==> config.mk <==
export PLATFORM = sky130hd
export DESIGN_NAME = dma_hif_arbiter
export DESIGN_NICKNAME = d
export VERILOG_FILES = /design/src/rtl/dma_hif_arbiter.sv
export SDC_FILE = /design/constraint.sdc
export NUM_CORES = 1
export LEC_CHECK = 0
export ABC_CLOCK_PERIOD_IN_PS = 2100
export CAP_MARGIN = 0
export CORE_AREA = 2 2 124 126
export CTS_CLUSTER_DIAMETER = 120
export DETAILED_ROUTE_END_ITERATION = 8
export DIE_AREA = 0 0 126 128
export SLEW_MARGIN = 20
export SYNTH_ARGS = -nofsm -noshare
export SYNTH_HDL_FRONTEND = slang
export SYNTH_SLANG_ARGS = --single-unit
==> constraint.sdc <==
create_clock -name macPIClk -period 2.1 [get_ports macPIClk]
set_input_delay 0.42 -clock macPIClk [delete_from_list [all_inputs] [get_ports macPIClk]]
set_output_delay 0.42 -clock macPIClk [all_outputs]
set_load 0.01 [all_outputs]
==> src/rtl/dma_hif_arbiter.sv <==
// Round-robin arbiter sharing the DMA host-interface port between the TX and RX DMA engines.
// Optional stall watchdog is enabled by defining RW_HIF_ARB_WDOG_EN.
module dma_hif_arbiter #(
  parameter int WDOG_LIMIT = 1023
) (
  input  logic        macPIClk,
  input  logic        macPIClkHardRst,
  // TX requester
  input  logic        txHIFRead,
  input  logic        txHIFWrite,
  input  logic [31:0] txHIFAddressIn,
  input  logic [2:0]  txHIFSize,
  input  logic [31:0] txHIFWriteDataIn,
  output logic [31:0] txHIFReadDataOut,
  output logic        txHIFReadDataValid,
  output logic        txHIFReady,
  output logic        txHIFTransComplete,
  output logic        txHIFError,
  // RX requester
  input  logic        rxHIFRead,
  input  logic        rxHIFWrite,
  input  logic [31:0] rxHIFAddressIn,
  input  logic [2:0]  rxHIFSize,
  input  logic [31:0] rxHIFWriteDataIn,
  output logic [31:0] rxHIFReadDataOut,
  output logic        rxHIFReadDataValid,
  output logic        rxHIFReady,
  output logic        rxHIFTransComplete,
  output logic        rxHIFError,
  // AHB master interface
  output logic        dmaHIFRead,
  output logic        dmaHIFWrite,
  output logic [31:0] dmaHIFAddressIn,
  output logic [2:0]  dmaHIFSize,
  output logic [31:0] dmaHIFWriteDataIn,
  input  logic [31:0] dmaHIFReadDataOut,
  input  logic        dmaHIFReadDataValid,
  input  logic        dmaHIFReady,
  input  logic        dmaHIFTransComplete,
  input  logic        dmaHIFError,
  // status
  output logic [1:0]  arbGrant,
  output logic        arbWdogErr
);

  // state  | meaning
  // IDLE   | no grant; one dead cycle after every completion
  // GNT_TX | TX owns the downstream port until complete/error
  // GNT_RX | RX owns the downstream port until complete/error
  typedef enum logic [1:0] {
    IDLE   = 2'd0,
    GNT_TX = 2'd1,
    GNT_RX = 2'd2
  } arbState_t;

  arbState_t state, stateNext;
  logic      lastGrant, lastGrantNext;   // 0 = TX, 1 = RX
  logic      txReq, rxReq, transDone, wdogFire;

  assign txReq     = txHIFRead | txHIFWrite;
  assign rxReq     = rxHIFRead | rxHIFWrite;
  assign transDone = dmaHIFTransComplete | dmaHIFError;

  always_ff @(posedge macPIClk or posedge macPIClkHardRst) begin
    if (macPIClkHardRst) begin
      state     <= IDLE;
      lastGrant <= 1'b1;
    end else begin
      state     <= stateNext;
      lastGrant <= lastGrantNext;
    end
  end

  always_comb begin
    stateNext     = state;
    lastGrantNext = lastGrant;
    case (state)
      IDLE: begin
        if (txReq && (!rxReq || lastGrant)) begin
          stateNext     = GNT_TX;
          lastGrantNext = 1'b0;
        end else if (rxReq) begin
          stateNext     = GNT_RX;
          lastGrantNext = 1'b1;
        end
      end
      GNT_TX, GNT_RX: begin
        if (transDone || wdogFire) stateNext = IDLE;
      end
      default: stateNext = IDLE;
    endcase
  end

  // Muxing is purely combinational from the registered state so a grant adds no latency.
  always_comb begin
    dmaHIFRead         = 1'b0;
    dmaHIFWrite        = 1'b0;
    dmaHIFAddressIn    = '0;
    dmaHIFSize         = '0;
    dmaHIFWriteDataIn  = '0;
    txHIFReadDataOut   = '0;
    txHIFReadDataValid = 1'b0;
    txHIFReady         = 1'b0;
    txHIFTransComplete = 1'b0;
    txHIFError         = 1'b0;
    rxHIFReadDataOut   = '0;
    rxHIFReadDataValid = 1'b0;
    rxHIFReady         = 1'b0;
    rxHIFTransComplete = 1'b0;
    rxHIFError         = 1'b0;
    arbGrant           = 2'b00;
    case (state)
      GNT_TX: begin
        arbGrant           = 2'b01;
        dmaHIFRead         = txHIFRead & ~wdogFire;
        dmaHIFWrite        = txHIFWrite & ~wdogFire;
        dmaHIFAddressIn    = txHIFAddressIn;
        dmaHIFSize         = txHIFSize;
        dmaHIFWriteDataIn  = txHIFWriteDataIn;
        txHIFReadDataOut   = dmaHIFReadDataOut;
        txHIFReadDataValid = dmaHIFReadDataValid;
        txHIFReady         = dmaHIFReady;
        txHIFTransComplete = dmaHIFTransComplete;
        txHIFError         = dmaHIFError | wdogFire;
      end
      GNT_RX: begin
        arbGrant           = 2'b10;
        dmaHIFRead         = rxHIFRead & ~wdogFire;
        dmaHIFWrite        = rxHIFWrite & ~wdogFire;
        dmaHIFAddressIn    = rxHIFAddressIn;
        dmaHIFSize         = rxHIFSize;
        dmaHIFWriteDataIn  = rxHIFWriteDataIn;
        rxHIFReadDataOut   = dmaHIFReadDataOut;
        rxHIFReadDataValid = dmaHIFReadDataValid;
        rxHIFReady         = dmaHIFReady;
        rxHIFTransComplete = dmaHIFTransComplete;
        rxHIFError         = dmaHIFError | wdogFire;
      end
      default: ;
    endcase
  end

`ifdef RW_HIF_ARB_WDOG_EN
  localparam logic [9:0] WdogTerm = 10'(WDOG_LIMIT - 1);

  logic [9:0] wdogCnt;
  logic       wdogErrQ;
  logic       stall;

  // A stall cycle is a granted cycle with no handshake progress; the Nth one fires.
  assign stall    = (state != IDLE) & ~(dmaHIFReady | dmaHIFReadDataValid);
  assign wdogFire = stall & ~transDone & (wdogCnt == WdogTerm);

  always_ff @(posedge macPIClk or posedge macPIClkHardRst) begin
    if (macPIClkHardRst) begin
      wdogCnt  <= '0;
      wdogErrQ <= 1'b0;
    end else begin
      if (!stall || transDone || wdogFire) wdogCnt <= '0;
      else                                 wdogCnt <= wdogCnt + 10'd1;
      if (wdogFire) wdogErrQ <= 1'b1;
    end
  end

  assign arbWdogErr = wdogErrQ;
`else
  logic unusedWdogLimit;
  assign unusedWdogLimit = |10'(WDOG_LIMIT);
  assign wdogFire        = 1'b0;
  assign arbWdogErr      = 1'b0;
`endif

endmodule

==> impl_metrics.yaml, run 1 <==
sta:
  hold_violations: 0
  fin_skew_ns: 0.00128
  period_needed_ns: 2.13
  postLayoutSetupSlackWorst_ns: -0.0280
  slew_violations: 0
  fin_crit_sh_pct: 101
  max_freq_ghz: 0.470
  hold-worst-slack_ns: 0.380
  setup_viol: 6
  rsz0062_at_grt: "true"
synth:
  ys_async_sr_fraction_pct: 100
  syn-instance-count: 267
  synth-seq-cells: 3
  seq_area_frac_synth_pct: 3.97
  yosysTopAreaCell: "and2_1"
  synth-edff-count: 0
  synth_area_per_cell_um2: 7.20
  synth_most_common_cell: "and2_1"
  synthTopCellsByArea: "and2_1 (23%), nor2b_1 (23%), a22oi_1 (22%), a22oi_2 (7.8%), buf_6 (4.1%)"
  synth_common_cells: "and2_1 (72), nor2b_1 (70), a22oi_1 (57), a22oi_2 (12), buf_2 (9)"
  syn_area_mm2: 0.00192
  ys.flop_type: "dfrtp_1"
  synth_top_area_share_pct: 23.4
  ys_warn_count: 0
  syn_nets: 448
  synth_cell_types: 22
cells_and_area:
  fin_nets: 788
  diodes: 0
  area_delta_synth_final_pct: 203
  final_design_area_no_fill_mm2: 0.00582
  stdcell_count: 794
  n_fill_cell: 1545
  fin_util_pct: 39.2
  drive_gt1_share_pct: 41.1
die:
  ios: 320
  die_h_um: 128
  core.rowCount: 45
  core_area_mm2: 0.0149
  initial_core_util_pct: 12.9
  die_w_um: 126
  die_area_mm2: 0.0161
setup_path:
  endpoint_kind: "output pin"
  slowest_delay_ns: 0.39
  cp.required_ns: 1.68
  worstPathArrival_ns: 1.71
  path_buf_inv: 5
  cp_top_family: "buffers and inverters"
  cp-start-kind: "flip-flop"
  regToRegStartpoint: "state[1]"
  path_max_fanout: 7
  path_cells: "buf_6 -> ha_4 -> buf_12 -> buf_12 -> buf_6 -> a22oi_2 -> nor2b_1 -> clkdlybuf4s15_2"
  cp-startpoint: "state[1]"
  crit_type: "reg2out"
  cp_slowest_cell: "dfrtp_1"
clocking:
  clk_pin_slew_ns: 0.03
  root_buffer: "clkbuf_16"
  cts_tree: "done"
  numCtsBuffers: 3
  insertion_delay_ns: 0.22
  clkSinkCount: 3
  h-tree-depth: 1
  ctsHoldBuffers: 0
  cts_buffer_depth: 2
global_route:
  track_usage_pct: 15.3
  grt_antenna_before_repair: 0
  grt_pass1_wl_um: 19500
  grt_pass1_vias: 3395
  gr-total-overflow: 0
  grt_max_degree: 26
route:
  viasPerCell: 4.31
  finalWirelength_um: 14900
  drt_iter0_markers: 110
  drc: 0
  routedWlPerCell_um: 18.8
  antenna_left: 0
  via_count: 3420
  dr.pass1.iters: 4
pwr:
  peakVddDrop_mv: 0.522
  leakage_uw: 0.00253
  p_total_uw: 6530
  powerDensity_mw_per_mm2: 1120
placed_design:
  place_area_mm2: 0.00536
  dp_hpwl_um: 9690
  dp.cells: 760
  portBuffers: 318
  gp_congestion: 0.857
hold_path:
  hold_path.class: "in2async"
run_status:
  status: "finished with violations"
  violations: "negative setup slack"
job:
  cap_violations: 0
## cell families after synthesis
kind of cell,count (synthesis),synth area share (%)
AO/OA/AOI/OAI,76,32.3
adder cells (fa/ha/maj),5,3.26
buffers and inverters,35,12.3
flip-flops,3,3.97
other,1,0.195
AND/OR/NAND/NOR,147,48.0
## what timing repair did
item	in CTS	in global routing
cloned	8	9
buffers inserted	11	4
resized for setup	500	86
endpoints found under the setup margin	141	78
pin swaps	4	7
## sequential cells by signal, indices dropped and copies added, names as in the netlist
signal / flops
lastGrant: 1
state: 2
## stage by stage
stage                     setup slack, ns  TNS [ns]
after floorplan                     0.394         0
after global placement            -0.0938     -2.96
after detailed placement           -0.105     -3.74
after CTS                          -0.135     -1.04
after global routing              -0.0798     -1.66
final                             -0.0280   -0.0975
## path summary, 6_finish.rpt
kind                                        to  slack (ns)  depth (start not counted)
max                        dmaHIFAddressIn[30]       -0.03                          8
min                                   state[0]        0.38                          2
max reg2reg                           state[1]        0.35                          8
min reg2reg                          lastGrant        0.50                          2
max in group asynchronous            lastGrant        1.51                          2
min in group macPIClk                lastGrant        0.50                          2
## layout make-up
class | instances | area [um2] | area share [%]
repair buffers | 367 | 3470 | 59.6
multi-input cells | 229 | 1950 | 33.5
well taps | 188 | 235 | 4.04
clock buffers | 4 | 78.8 | 1.35
flip-flops and latches | 3 | 76.3 | 1.31
inverters | 3 | 11.3 | 0.193
## layout by cell type, fill, tap and decap left out
cell type and n:
clkdlybuf4s50_1 177, buf_2 101, and2_1 72, nor2b_1 57
a22oi_2 57, dlygate4sd2_1 21, buf_6 17, a22oi_1 12
buf_12 12, buf_4 12, nor2b_4 9, clkbuf_16 9
clkbuf_2 8, buf_16 6, nor2b_2 4, o21ai_0 3
nor2_1 3, ha_4 3, buf_8 3, a21oi_1 2
inv_2 2, o32ai_1 2, ha_1 2, bufbuf_16 2
clkdlybuf4s15_2 2, dfrtp_1 2, nand2_1 1, nor3b_4 1
inv_1 1, conb_1 1, clkbuf_1 1, dfstp_2 1
## layer usage
| metal | vias up | track usage [%] | wire [um] |
|---|---|---|---|
| met5 | - | 0 | 0 |
| met4 | 0 | 2.00 | 110 |
| met3 | 12 | 2.75 | 989 |
| met2 | 168 | 29.6 | 7890 |
| met1 | 1630 | 17.8 | 5920 |
| li1 | 1610 | - | - |
## where the power goes
| part | switching [uW] | total (uW) | internal [uW] |
|---|---|---|---|
| registers | 22.1 | 115 | 92.4 |
| clock network | 52.9 | 303 | 251 |
| logic | 2690 | 6110 | 3420 |
Power figures use the tool's default switching activity.
==> run 2: changes to the inputs <==
- CELL_PAD_IN_SITES_DETAIL_PLACEMENT: unset -> 1
- CELL_PAD_IN_SITES_GLOBAL_PLACEMENT: unset -> 1
- CORE_AREA: 2 2 124 126 -> 2 2 125 127
- DIE_AREA: 0 0 126 128 -> 0 0 127 129
- PLACE_DENSITY_LB_ADDON: unset -> 0.1
==> run 2 against run 1 <==
- the flow still finishes with violations (negative setup slack)
- clock skew decreased by 0.00090 ns
- sequential power about the same
- die area increased by 1.6%
- worst setup slack gained 0.0081 ns
- final cell count up 0.76%
- combinational power is 8.3% lower
- clock power barely moved
- fmax up 0.38%
- register-to-register slack better by 0.19 ns
- non-clock buffer count increased by 6
- global-route usage is 2.0 points higher
- critical path type unchanged
==> impl_metrics.yaml, run 2 (synthesis results as in run 1) <==
run_status:
  status: "finished with violations"
  violations: "negative setup slack"
hold_path:
  hold_path.class: "in2async"
pwr:
  leakage_uw: 0.00252
  powerDensity_mw_per_mm2: 1050
  p_total_uw: 6020
  peakVddDrop_mv: 0.421
global_route:
  gr-total-overflow: 0
  grt_max_degree: 25
  track_usage_pct: 17.2
  grt_antenna_before_repair: 0
  grt_pass1_vias: 3566
  grt_pass1_wl_um: 22000
cells_and_area:
  final_common_cell: "clkdlybuf4s50_1"
  diodes: 0
  final_design_area_no_fill_mm2: 0.00573
  fin_nets: 794
  top_register: "state"
  top_regs: "state: 2 flops, lastGrant: 1 flops"
  largest_register_ffs: 2
  drive_gt1_share_pct: 40.0
  final_cell_mix: "clkdlybuf4s50_1 (175), buf_2 (87), nor2b_1 (70)"
  n_fill_cell: 1825
  stdcell_count: 800
  area_delta_synth_final_pct: 198
die:
  die_area_mm2: 0.0164
  die_h_um: 129
  die_w_um: 127
  initial_core_util_pct: 12.8
  ios: 320
  core_area_mm2: 0.0150
  core.rowCount: 45
route:
  via_count: 3416
  finalWirelength_um: 15800
  drt_iter0_markers: 64
  drc: 0
  antenna_left: 0
  dr.pass1.iters: 4
  routedWlPerCell_um: 19.7
  viasPerCell: 4.27
clocking:
  h-tree-depth: 1
  clk_pin_slew_ns: 0.03
  ctsHoldBuffers: 0
  clkSinkCount: 3
  cts_tree: "done"
  numCtsBuffers: 3
  root_buffer: "clkbuf_16"
  cts_buffer_depth: 2
  insertion_delay_ns: 0.22
setup_path:
  crit_type: "reg2out"
  endpoint_kind: "output pin"
  cp.required_ns: 1.68
  worstPathArrival_ns: 1.70
  regToRegStartpoint: "state[1]"
  path_max_fanout: 5
  cp-startpoint: "state[0]"
  cp-start-kind: "flip-flop"
sta:
  fin_crit_sh_pct: 101
  postLayoutSetupSlackWorst_ns: -0.0199
  rsz0062_at_grt: "true"
  period_needed_ns: 2.12
  setup_viol: 3
  hold_violations: 0
  fin_skew_ns: 0.000386
  max_freq_ghz: 0.472
  hold-worst-slack_ns: 0.373
  slew_violations: 0
placed_design:
  dp_hpwl_um: 11000
  place_area_mm2: 0.00536
  dp_slack_ns: -0.181
  portBuffers: 318
  dp.cells: 762
  gp_congestion: 0.787
job:
  cap_violations: 0
-- run 2: cell types whose count changed in the layout (fill, tap and decap cells not counted), sizes merged --
cell	change
clkbuf	+10
buf	-7
clkdlybuf4s15	+3
bufbuf	-2
clkdlybuf4s50	-2
dlygate4sd2	+2
dlymetal6s2s	+2
-- run 2: what timing repair did --
item	CTS	global route
setup buffers	19	7
endpoints found under the setup margin	141	109
gates cloned	9	7
pin swaps	4	10
gates resized for setup	493	73
-- run 2: critical path, cell delays in order (launching register included) --
cell and delay (ns):
dfrtp_1 0.39, buf_6 0.13, ha_4 0.18, buf_6 0.14, buf_12 0.14, buf_16 0.14
a22oi_2 0.16, nor2b_1 0.06, buf_2 0.14
-- run 2: worst paths after layout --
| check | endpoint | slack, ns | cells after the start |
|---|---|---|---|
| max | dmaHIFAddressIn[4] | -0.02 | 8 |
| min | state[1] | 0.37 | 2 |
| max reg2reg | state[0] | 0.54 | 6 |
| min reg2reg | lastGrant | 0.50 | 2 |
| max in group asynchronous | lastGrant | 1.51 | 2 |
| min in group macPIClk | lastGrant | 0.50 | 2 |
-- run 2: layout make-up --
type / count / area (um2) / share of cell area [%]
flip-flops and latches: 3 / 76.3 / 1.33
clock buffers: 4 / 78.8 / 1.37
repair buffers: 373 / 3440 / 60.0
inverters: 3 / 11.3 / 0.196
well taps: 188 / 235 / 4.10
multi-input cells: 229 / 1890 / 33.0
-- run 2: metrics by stage --
stage / setup TNS, ns / utilization (%)
floorplan: 0 / -
global placement: -3.66 / 35.8
detailed placement: -6.30 / 35.8
CTS: -3.36 / 37.9
global route: -1.34 / 38.3
finish: -0.0285 / 38.3
-- run 2: power by group --
group / leakage [uW] / switching [uW] / internal (uW) / total [uW]
combinational: 0.00244 / 2560 / 3040 / 5600
clock: 0.0000382 / 52.9 / 251 / 303
sequential: 0.0000361 / 24.0 / 92.5 / 116
-- run 2: per-layer routing --
metal	wire length (um)	GRT usage, %	up-vias
met5	0	0	-
met4	138	1.62	0
met3	1420	4.82	13
met2	8460	33.7	186
met1	5760	19.1	1600
li1	-	-	1617
==> run 3: changes to the inputs <==
- ABC_CLOCK_PERIOD_IN_PS: 2100 -> 1800
- CORE_AREA: 2 2 125 127 -> 2 2 136 138
- DIE_AREA: 0 0 127 129 -> 0 0 138 140
- clock period: 2.1 -> 1.8 ns (I/O delays scaled with it)
==> run 3 against run 2 <==
- the flow still finishes with violations (negative setup slack)
- non-clock buffer count grew 40
- first-iteration DRC count fell by 38%
- register-to-register slack got worse by 0.48 ns
- clock power rose by 17%
- largest cell class unchanged
==> impl_metrics.yaml, run 3 (synthesis results as in run 1) <==
cells_and_area:
  diodes: 0
  final_cell_mix: "clkdlybuf4s50_1 (175), buf_6 (118), a22oi_2 (67)"
  top_regs: "state: 2 flops, lastGrant: 1 flops"
  drive_gt1_share_pct: 61.5
  fin_nets: 834
  area_delta_synth_final_pct: 270
  n_fill_cell: 1998
  largest_register_ffs: 2
  final_common_cell: "clkdlybuf4s50_1"
  top_register: "state"
pwr:
  leakage_uw: 0.00300
  peakVddDrop_mv: 0.470
  powerDensity_mw_per_mm2: 1370
clocking:
  ctsHoldBuffers: 0
  cts_tree: "done"
  insertion_delay_ns: 0.23
  clk_pin_slew_ns: 0.03
  root_buffer: "clkbuf_16"
  cts_buffer_depth: 2
  h-tree-depth: 1
  numCtsBuffers: 3
  clkSinkCount: 3
setup_path:
  path_max_fanout: 6
  worstPathArrival_ns: 1.69
  endpoint_kind: "output pin"
  cp.required_ns: 1.44
  crit_type: "reg2out"
  cp-start-kind: "flip-flop"
global_route:
  gr-total-overflow: 0
  track_usage_pct: 15.9
  grt_pass1_wl_um: 24200
  grt_antenna_before_repair: 0
  grt_max_degree: 32
  grt_pass1_vias: 3894
route:
  via_count: 3637
  antenna_left: 0
  drt_iter0_markers: 40
  viasPerCell: 4.13
  dr.pass1.iters: 4
  routedWlPerCell_um: 20.4
  drc: 0
  finalWirelength_um: 18000
run_status:
  status: "finished with violations"
  violations: "negative setup slack"
die:
  initial_core_util_pct: 10.8
  die_area_mm2: 0.0193
  die_w_um: 138
  core_area_mm2: 0.0178
  core.rowCount: 49
  die_h_um: 140
  ios: 320
sta:
  hold_violations: 0
  fin_skew_ns: 0.00169
  period_needed_ns: 2.05
  slew_violations: 0
  setup_viol: 129
  rsz0062_at_grt: "true"
  hold-worst-slack_ns: 0.305
  postLayoutSetupSlackWorst_ns: -0.250
  fin_crit_sh_pct: 114
  max_freq_ghz: 0.488
placed_design:
  gp_congestion: 0.765
  dp_slack_ns: -0.396
  dp_hpwl_um: 11900
  portBuffers: 318
hold_path:
  hold_path.class: "in2async"
job:
  cap_violations: 0
## run 3: cell types whose count changed in the layout (fill, tap and decap cells not counted), moves of 24 or more
cell	change
buf_2	-34
and2_1	-58
buf_6	+101
and2_4	+58
nor2b_1	-24
## run 3: worst paths after layout
kind	startpoint	end	slack [ns]	cells past startpoint
setup reg to reg	state[0]	state[1]	0.06	8
min in group macPIClk	lastGrant	lastGrant	0.49	2
max in group asynchronous	macPIClkHardRst	lastGrant	1.28	2
hold / removal	macPIClkHardRst	state[0]	0.30	2
hold reg to reg	lastGrant	lastGrant	0.49	2
setup / recovery	state[0]	dmaHIFWriteDataIn[27]	-0.25	8
## run 3: final cells by class
cell class	count	area [um2]	share of cell area, %
Timing Repair Buffer	413	4420	62.1
Multi-Input combinational cell	229	2250	31.6
Tap cell	229	287	4.03
Clock buffer	4	78.8	1.11
Sequential cell	3	76.3	1.07
Inverter	3	11.3	0.158
## run 3: metal layers
metal | GRT usage (%) | share of wire, %
met2 | 31.5 | 55
met4 | 3.11 | 2.0
met1 | 16.8 | 35
met5 | 0 | 0
met3 | 4.31 | 7.1
## run 3: worst max-delay path: stages (launching register included)
cell and delay (ns):
dfrtp_1 0.39, buf_6 0.13, ha_4 0.19, buf_6 0.13, buf_6 0.12, clkbuf_16 0.15
a22oi_2 0.16, nor2b_1 0.06, buf_2 0.14
## run 3: metrics by stage
stage | util [%] | total power [uW] | setup TNS [ns] | instance area (um2) | cells
after global placement | 30.7 | 5810 | -35.46 | 5460 | 808
final | 40.0 | 9780 | -18.90 | 7120 | 881
after floorplan | - | 2830 | 0 | 1920 | 267
after detailed placement | 30.7 | 5830 | -37.99 | 5460 | 808
after global routing | 40.0 | 10400 | -27.20 | 7120 | 881
after CTS | 34.1 | 7550 | -19.19 | 6060 | 859
## run 3: report_power, final
part | total, uW | internal, uW | switching, uW
clock network | 356 | 292 | 63.4
logic | 9290 | 5610 | 3680
registers | 135 | 108 | 26.9
## run 3: repair_timing
item,CTS,global route
pin swaps,11,16
gates cloned,7,13
resized for setup,733,161
buffers inserted,40,14
setup endpoints to repair,143,141
